## config.mk

```make
export PLATFORM = sky130hd
export DESIGN_NAME = serial_mac_unit_flat
export DESIGN_NICKNAME = d
export VERILOG_FILES = /design/src/rtl/serial_mac_if.sv /design/src/rtl/serial_mac_unit.sv /design/src/flat_wrapper.sv
export SDC_FILE = /design/constraint.sdc
export NUM_CORES = 1
export LEC_CHECK = 0
export ABC_AREA = 0
export BUFFER_PORTS_ARGS = -buffer_cell sky130_fd_sc_hd__buf_2
export CORE_ASPECT_RATIO = 0.9
export CORE_MARGIN = 2
export CORE_UTILIZATION = 56
export DETAILED_ROUTE_END_ITERATION = 10
export HOLD_SLACK_MARGIN = 0.05
export PLACE_DENSITY = 0.83
export SLEW_MARGIN = 20
export SYNTH_ARGS = -nofsm -noshare
export SYNTH_HDL_FRONTEND = slang
export SYNTH_SLANG_ARGS = --single-unit
```

## constraint.sdc

```tcl
create_clock -name clk -period 3.9 [get_ports clk]
set_clock_uncertainty 0.1 [all_clocks]
set_input_delay 0.585 -clock clk [delete_from_list [all_inputs] [get_ports clk]]
set_output_delay 0.585 -clock clk [all_outputs]
set_load 0.005 [all_outputs]
```

## src/rtl/serial_mac_if.sv

```systemverilog
// Operand-load, control and byte-readout signals of serial_mac_unit.
// master = stimulus side, slave = the MAC unit.
interface serial_mac_if #(
    parameter int DATA_W = 4,
    parameter int SEL_W  = 1
);
    logic [DATA_W-1:0] din;
    logic              valid;
    logic              acc_en;
    logic              clr;
    logic [SEL_W-1:0]  byte_sel;
    logic [7:0]        dout;
    logic              busy;
    logic              done;
    logic              ovf;
    logic [1:0]        dbg_state;

    // valid is a raw, asynchronous push-button level. It is not a valid/ready
    // pair: there is no ready. A digit is taken on the debounced rising
    // edge only while the unit is idle. Presses while busy are silently dropped.
    modport master (
        output din, valid, acc_en, clr, byte_sel,
        input  dout, busy, done, ovf, dbg_state
    );
    modport slave (
        input  din, valid, acc_en, clr, byte_sel,
        output dout, busy, done, ovf, dbg_state
    );
endinterface

```

## src/rtl/serial_mac_unit.sv

```systemverilog
// Digit-loaded shift-add multiplier with debounced load button, optional
// accumulation into a 2*OP_W result and byte-wise readout.
module serial_mac_unit #(
    parameter int DATA_W    = 4,
    parameter int OP_W      = 8,
    parameter int DB_CYCLES = 256
) (
    input logic          clk,
    input logic          reset,
    serial_mac_if.slave  bus
);
    localparam int RES_W = 2 * OP_W;
    localparam int NT    = RES_W / DATA_W;
    localparam int NB    = RES_W / 8;
    localparam int SEL_W = (NB > 1) ? $clog2(NB) : 1;
    localparam int NC_W  = (NT > 1) ? $clog2(NT) : 1;
    localparam int IT_W  = (OP_W > 1) ? $clog2(OP_W) : 1;
    localparam int CNT_W = $clog2(DB_CYCLES);

    typedef enum logic [1:0] {
        S_IDLE = 2'd0,
        S_MUL  = 2'd1,
        S_WB   = 2'd2
    } state_t;

    state_t             state, state_nx;
    logic               sync1, sync2, db, db_q;
    logic [CNT_W-1:0]   cnt;
    logic               ld;
    logic [RES_W-1:0]   opr;
    logic [NC_W-1:0]    nc;
    logic [IT_W-1:0]    it;
    logic [RES_W-1:0]   pp;
    logic [RES_W-1:0]   result;
    logic               ovf_r;
    logic               done_r;
    logic [OP_W-1:0]    op_a, op_b;
    logic [RES_W:0]     sum;
    logic [7:0]         dout_c;

    // Debouncer is deliberately outside clr so an abort cannot fake a press.
    always_ff @(posedge clk or negedge reset) begin
        if (!reset) begin
            sync1 <= 1'b0;
            sync2 <= 1'b0;
            db    <= 1'b0;
            db_q  <= 1'b0;
            cnt   <= '0;
        end else begin
            sync1 <= bus.valid;
            sync2 <= sync1;
            db_q  <= db;
            if (sync2 != db) begin
                if (cnt == CNT_W'(DB_CYCLES - 1)) begin
                    db  <= sync2;
                    cnt <= '0;
                end else begin
                    cnt <= cnt + CNT_W'(1);
                end
            end else begin
                cnt <= '0;
            end
        end
    end

    assign ld   = db & ~db_q;
    assign op_a = opr[RES_W-1:OP_W];
    assign op_b = opr[OP_W-1:0];
    assign sum  = {1'b0, result} + {1'b0, pp};

    always_ff @(posedge clk or negedge reset) begin
        if (!reset) state <= S_IDLE;
        else        state <= state_nx;
    end

    always_comb begin
        state_nx = state;
        case (state)
            S_IDLE:  if (ld && nc == NC_W'(NT - 1)) state_nx = S_MUL;
            S_MUL:   if (it == IT_W'(OP_W - 1))     state_nx = S_WB;
            S_WB:    state_nx = S_IDLE;
            default: state_nx = S_IDLE;
        endcase
        if (bus.clr) state_nx = S_IDLE;
    end

    always_ff @(posedge clk or negedge reset) begin
        if (!reset) begin
            opr    <= '0;
            nc     <= '0;
            it     <= '0;
            pp     <= '0;
            result <= '0;
            ovf_r  <= 1'b0;
            done_r <= 1'b0;
        end else if (bus.clr) begin
            opr    <= '0;
            nc     <= '0;
            it     <= '0;
            pp     <= '0;
            result <= '0;
            ovf_r  <= 1'b0;
            done_r <= 1'b0;
        end else begin
            done_r <= 1'b0;
            case (state)
                S_IDLE: begin
                    if (ld) begin
                        opr <= {opr[RES_W-DATA_W-1:0], bus.din};
                        if (nc == NC_W'(NT - 1)) begin
                            nc <= '0;
                            it <= '0;
                            pp <= '0;
                        end else begin
                            nc <= nc + NC_W'(1);
                        end
                    end
                end
                S_MUL: begin
                    // One multiplier bit per clock, LSB first.
                    if (op_b[it]) pp <= pp + ({{OP_W{1'b0}}, op_a} << it);
                    it <= it + IT_W'(1);
                end
                S_WB: begin
                    if (bus.acc_en) begin
                        result <= sum[RES_W-1:0];
                        ovf_r  <= ovf_r | sum[RES_W];
                    end else begin
                        result <= pp;
                        ovf_r  <= 1'b0;
                    end
                    done_r <= 1'b1;
                end
                default: ;
            endcase
        end
    end

    // Out-of-range selects read as zero.
    always_comb begin
        dout_c = '0;
        for (int i = 0; i < NB; i++) begin
            if (bus.byte_sel == SEL_W'(i)) dout_c = result[8*i +: 8];
        end
    end

    assign bus.dout      = dout_c;
    assign bus.busy      = (state == S_MUL) || (state == S_WB);
    assign bus.done      = done_r;
    assign bus.ovf       = ovf_r;
    assign bus.dbg_state = state;
endmodule

```

## src/flat_wrapper.sv

```systemverilog
// flat-port wrapper written by rule: the top's interface ports become plain ports
module serial_mac_unit_flat 
#(
    parameter int DATA_W    = 4,
    parameter int OP_W      = 8,
    parameter int DB_CYCLES = 256
)
  (clk, reset, bus_din, bus_valid, bus_acc_en, bus_clr, bus_byte_sel, bus_dout, bus_busy, bus_done, bus_ovf, bus_dbg_state);
  serial_mac_if #(.DATA_W(DATA_W), .SEL_W((1))) bus_i ();
  input logic clk;
  input logic reset;
  input wire logic [$bits(bus_i.din)-1:0] bus_din;
  input wire logic [$bits(bus_i.valid)-1:0] bus_valid;
  input wire logic [$bits(bus_i.acc_en)-1:0] bus_acc_en;
  input wire logic [$bits(bus_i.clr)-1:0] bus_clr;
  input wire logic [$bits(bus_i.byte_sel)-1:0] bus_byte_sel;
  output wire logic [$bits(bus_i.dout)-1:0] bus_dout;
  output wire logic [$bits(bus_i.busy)-1:0] bus_busy;
  output wire logic [$bits(bus_i.done)-1:0] bus_done;
  output wire logic [$bits(bus_i.ovf)-1:0] bus_ovf;
  output wire logic [$bits(bus_i.dbg_state)-1:0] bus_dbg_state;
  assign bus_i.din = bus_din;
  assign bus_i.valid = bus_valid;
  assign bus_i.acc_en = bus_acc_en;
  assign bus_i.clr = bus_clr;
  assign bus_i.byte_sel = bus_byte_sel;
  assign bus_dout = bus_i.dout;
  assign bus_busy = bus_i.busy;
  assign bus_done = bus_i.done;
  assign bus_ovf = bus_i.ovf;
  assign bus_dbg_state = bus_i.dbg_state;
  serial_mac_unit #(.DATA_W(DATA_W), .OP_W(OP_W), .DB_CYCLES(DB_CYCLES)) u_core (.clk(clk), .reset(reset), .bus(bus_i));
endmodule
```

* Word-level counts from Yosys, hierarchy flattened
Cells that the tools add are included.
** Storage, ports and cells
- Input bits :: 10
- Register bits after elaboration :: 69
** Cells by class
- Multiplexer cells :: 33
- Magnitude comparators :: 1
- Shift operators :: 1
- Add/sub/neg operators :: 5
- Equal/unequal tests :: 11
- Reduce and logical (&&, ||, !) cells :: 12
- Bitwise gates (word level) :: 3
** Operators with widths (count)
- two-way mux 16 bit :: 10
- case mux 16 bit (2 select lines) :: 1
- two-way mux 8 bit :: 3
- adder 16 x 16 -> 17 bit :: 1
- adder 16 bit :: 1
- left shift 8 x 3 -> 16 bit :: 1
- != test 3 x 2 -> 1 bit (second input constant) :: 5
- two-way mux 2 bit :: 7
- two-way mux 3 bit :: 3
- adder 8 x 1 -> 8 bit (second input constant) :: 1
- == test 8 bit (second input constant) :: 1
- two-way mux 1 bit :: 6
- case mux 3 bit (2 select lines) :: 1
- AND reduction 2 bit :: 3
- nonzero test 2 bit :: 3
- == test 2 bit (second input constant) :: 2
- less-than comparator 3 x 4 -> 1 bit (second input constant) :: 1
- case mux 2 bit (2 select lines) :: 1
- AND reduction 4 bit :: 1
- adder 3 x 1 -> 3 bit (second input constant) :: 1
- binary-select mux 1 bit (select 3 bit) :: 1
- == test 3 bit (second input constant) :: 1
- AND reduction 3 bit :: 1
- nonzero test 3 bit :: 1
- other kinds (9) :: 9

* Depth between registers and ports, before layout
- Depth after elaboration :: 6
- Depth in mapped cells :: 13
- Mapped depth without buffers :: 12

* Worst setup path before layout
No wires, ideal clock.
- Path type :: register to register
- From :: register u_core.it[1]
- To :: register u_core.pp[13]
- Path buffers :: 2
- Stages on the path, launching flop included :: 13
- Path slack :: 0.874 ns
- Period minus slack after synthesis :: 3.026 ns
- Library setup time :: 0.122 ns
- Data arrival time :: 2.805 ns
- Cell sequence :: dfrtp_1 -> buf_2 -> buf_1 -> mux2i_1 -> mux2_2 -> a21oi_1 -> ha_1 -> and3_1 -> and3_1 -> a21oi_2 -> a311oi_1 -> or3_1 -> a32o_1
** On the way
- Word-level cells in the longest chain between the ends :: 5
- Elaborated cells on any way between the ends :: 9
** RTL lines
- start, declared :: line serial_mac_unit.sv:32 : logic [IT_W-1:0] it;
- start signal, assigned :: line serial_mac_unit.sv:122 : it <= it + IT_W'(1);
- left shift 8 x 3 -> 16 bit :: line serial_mac_unit.sv:121 : if (op_b[it]) pp <= pp + ({{OP_W{1'b0}}, op_a} << it);
- adder 16 bit :: line serial_mac_unit.sv:121
- two-way mux 16 bit :: line serial_mac_unit.sv:121
- case mux 16 bit (2 select lines) :: line serial_mac_unit.sv:106 : case (state)
- two-way mux 16 bit :: line serial_mac_unit.sv:96 : end else if (bus.clr) begin
- end signal, assigned :: line serial_mac_unit.sv:121
- end, declared :: line serial_mac_unit.sv:33 : logic [RES_W-1:0] pp;
Several ways; a longest one is shown, not always the timed one. The select of a mux whose other input is x is not followed.
A chain may end at the register's enable or synchronous reset.

* Worst setup path after layout
Same ends and word-level chain as after synthesis.

==> metrics.yaml <==
wl_met1_mm: 4.996
cts_hold_buf: 0
p_sw_mw: 0.3685
instances_no_fill: 673
vias: 4037
internal-power_mw: 1.109
wire_per_inst_um: 16.02
clk_latency_ns: 0.36
ff_latch_area_sq_um: 1727
wl_mm: 10.78
rsz0062_at_grt: "no"
ys_ff_latch: 69
cp_max_fo: 12
dp_hpwl_mm: 7.837
grt_pass1_wl_mm: 18.17
initial_core_util_pct: 57.28
p_per_area_nw_per_um2: 278.5
synth_nets: 584
clock-root-buffer: "clkbuf_8"
fin_crit_sh_pct: 84.65
portBuffers: 22
worst_ep_arrival_time_ns: 3.44
crit_path_top_delay_cell: "dfrtp_1"
cap_violations: 0
post_cts_resized: 0
status: "finished, final reports clean"
drv_slew: 0
clock_path_buffers: 2
die_h_um: 92.60
drc: 0
cp_common_cell: "and3_1"
routed.top_layer: "met4"
drive_above_1_share_pct: 12.82
seqPwrFrac_pct: 49.0
synth-main-ff-cell: "dfrtp_1"
multi_input_area_sq_um: 3020
yosysUniqueCellTypes: 57
r2r_cells: 12
drtIter0Drc: 257
cts_tree: "built"
cpPeakStageDelay_ns: 0.62
final.setup.tns_ns: 0
grt_pass1_vias: 3817
hold_path_class: "input pin to async pin"
diodes: 0
route.met3.wl_um: 383
cp-end-kind: "register"
post_cts_buffers: 0
grt_max_degree: 45
area_growth_pct: 8.607
combPwrFrac_pct: 4.5
drtAntennaViolNets: 0
drtPass1Iterations: 5
drt-vias-per-instance: 5.999
crit_type: "register to register"
nFillCells: 698
num-nets-final: 600
fp.dieW_um: 102.4
timing_hold_violations_final: 0
peakVddDrop_v: 0.0001696
netSwitchingFraction_pct: 24.95
row_count: 32
crit_chain: "mux2_2 -> nand2_1 -> o21ai_0 -> nor2_1 -> a21oi_1 -> ha_1 -> and3_1 -> and3_1 -> a21oi_2 -> a311oi_1 -> or3_1 -> a32o_1"
synth_cells: 533
worstPathRequired_ns: 4.04
synthArstFlopShare_pct: 100.0
cts_buffers: 9
coreArea_sq_um: 8528
ys_seq_area_share_pct: 35.35
worst_pin_slew_ns: 0.7629
htree_num_levels: 3
overflow: 0
grtUsageTotal_pct: 24.30
dp_cells: 657
synth_area_per_cell_sq_um: 9.165
met2_length_mm: 5.132
synth_area_sq_um: 4885
start_kind: "register"
clockPowerShare_pct: 46.4
ys_warn_count: 0
fmax_ghz: 0.3029
slew_headroom_pct: 49.14
setup_violations: 0
min_period_ns: 3.301
synth-edff-count: 0
clk_pin_slew_ns: 0.09
place_congestion: 0.8887
dieArea_sq_um: 9486
cts.sinks: 69
power_leakage_nw: 2.391
grt_antenna_before_repair: 0
io_pins: 23
through the flow:
step,setup WS [ns],power (mW),hold WS (ns),utilization [%],instance area [sq um]
floorplan,0.8736,0.7764,0.1894,-,4885
global placement,0.8135,0.8035,0.2338,59.54,5077
detailed placement,0.6357,0.8056,0.2491,59.54,5077
CTS,0.6204,1.484,0.1264,62.21,5305
global route,0.3519,1.527,0.1440,62.21,5305
finish,0.5986,1.477,0.1057,62.21,5305
state kept, by name, summed over array words and instances (netlist names):
signal                flops
u_core.pp                16
u_core.sync1              1
u_core.db_q               1
u_core.sync2              1
u_core.result            16
u_core.bus.dbg_state      2
u_core.nc                 2
u_core.opr               16
u_core.bus.done           1
u_core.bus.ovf            1
u_core.cnt                8
u_core.it                 3
u_core.db                 1
placed cells by master (no fill, tap or decap), types with 3 or more instances in the layout:
cell type | synthesis | layout
nand2_1 | 73 | 73
dfrtp_1 | 69 | 69
a21oi_1 | 47 | 47
nor2_1 | 40 | 40
ha_1 | 39 | 39
o21ai_0 | 30 | 30
buf_2 | 2 | 22
mux2i_1 | 21 | 21
xnor2_1 | 18 | 18
mux2_2 | 14 | 14
a22o_1 | 13 | 13
a211oi_1 | 13 | 13
inv_1 | 11 | 11
xor2_1 | 11 | 11
nor2b_1 | 10 | 10
nand2b_1 | 9 | 9
clkbuf_8 | 0 | 9
nand3_1 | 7 | 7
nor3_1 | 6 | 6
o22ai_1 | 6 | 6
a21o_1 | 6 | 6
and3_1 | 5 | 5
a31oi_1 | 5 | 5
or3_1 | 4 | 4
and2_1 | 4 | 4
a311oi_1 | 4 | 4
o21a_1 | 4 | 4
o21bai_1 | 4 | 4
o211ai_1 | 4 | 4
buf_4 | 0 | 4
a211o_1 | 3 | 3
inv_6 | 0 | 3
routing by layer:
| layer | global-route usage [%] | up-vias |
|---|---|---|
| met5 | 0 | - |
| met4 | 9.111 | 0 |
| met3 | 4.151 | 20 |
| met2 | 39.81 | 96 |
| met1 | 32.07 | 1952 |
| li1 | - | 1969 |
Yosys cell counts, types with 2 or more instances:
| library cell | count | area, sq um |
|---|---|---|
| a211o_1 | 3 | 26.28 |
| a211oi_1 | 13 | 97.59 |
| a21boi_0 | 2 | 15.01 |
| a21o_1 | 6 | 45.04 |
| a21oi_1 | 47 | 235.2 |
| a22o_1 | 13 | 113.9 |
| a311oi_1 | 4 | 35.03 |
| a31oi_1 | 5 | 31.28 |
| a32o_1 | 2 | 20.02 |
| and2_1 | 4 | 25.02 |
| and3_1 | 5 | 31.28 |
| buf_1 | 6 | 22.52 |
| buf_2 | 2 | 10.01 |
| buf_6 | 2 | 22.52 |
| clkbuf_1 | 11 | 41.29 |
| dfrtp_1 | 69 | 1727 |
| fa_1 | 2 | 40.04 |
| ha_1 | 39 | 488.0 |
| inv_1 | 11 | 41.29 |
| mux2_2 | 14 | 157.7 |
| mux2i_1 | 21 | 210.2 |
| mux4_2 | 2 | 45.04 |
| nand2_1 | 73 | 274.0 |
| nand2b_1 | 9 | 56.30 |
| nand3_1 | 7 | 35.03 |
| nand3b_1 | 2 | 15.01 |
| nor2_1 | 40 | 150.1 |
| nor2b_1 | 10 | 62.56 |
| nor3_1 | 6 | 30.03 |
| o211ai_1 | 4 | 30.03 |
| o21a_1 | 4 | 30.03 |
| o21ai_0 | 30 | 150.1 |
| o21ai_1 | 2 | 10.01 |
| o21bai_1 | 4 | 30.03 |
| o22ai_1 | 6 | 37.54 |
| or2_2 | 2 | 12.51 |
| or3_1 | 4 | 25.02 |
| xnor2_1 | 18 | 157.7 |
| xor2_1 | 11 | 96.34 |
critical path, delay by kind of cell, from the launching register on:
kind,cells,cell delay (ns)
adder cells (fa/ha/maj),1,0.35
flip-flops,1,0.62
multiplexers,1,0.40
AND/OR/NAND/NOR,5,0.95
AO/OA/AOI/OAI,5,0.76
power groups by stage:
| stage | combinational (mW) | clock (mW) | sequential, mW |
|---|---|---|---|
| after floorplan | 0.0390 | 0 | 0.737 |
| after global placement | 0.0654 | 0 | 0.738 |
| after detailed placement | 0.0669 | 0 | 0.739 |
| after CTS | 0.0674 | 0.692 | 0.725 |
| after global routing | 0.0750 | 0.727 | 0.725 |
| final | 0.0665 | 0.686 | 0.725 |
final cells by class:
cell class	count	area share (%)
tap	119	2.807
timing repair buffer	26	2.642
inverter	11	0.7783
clock buffer	9	2.335
sequential	69	32.55
clock inverter	7	1.958
multi-input combinational	432	56.93
cells by family after synthesis:
group | Yosys count | synth area share, %
AND/OR/NAND/NOR | 165 | 15.21
AO/OA/AOI/OAI | 159 | 21.70
flip-flops | 69 | 35.35
adder cells (fa/ha/maj) | 41 | 10.81
multiplexers | 38 | 8.914
buffers and inverters | 32 | 2.818
XOR/XNOR | 29 | 5.200
worst paths after layout:
kind	startpoint	to	slack, ns
worst max-delay path	u_core.it[1]	u_core.pp[13]	0.60
worst min-delay path	reset	u_core.cnt[7]	0.11
worst max register to register	u_core.it[1]	u_core.pp[13]	0.60
worst min register to register	u_core.sync1	u_core.sync2	0.28
max in group asynchronous	reset	u_core.result[15]	2.62
min in group clk	bus_valid	u_core.sync1	0.26
Note: power is estimated with default switching activity, not from simulation.
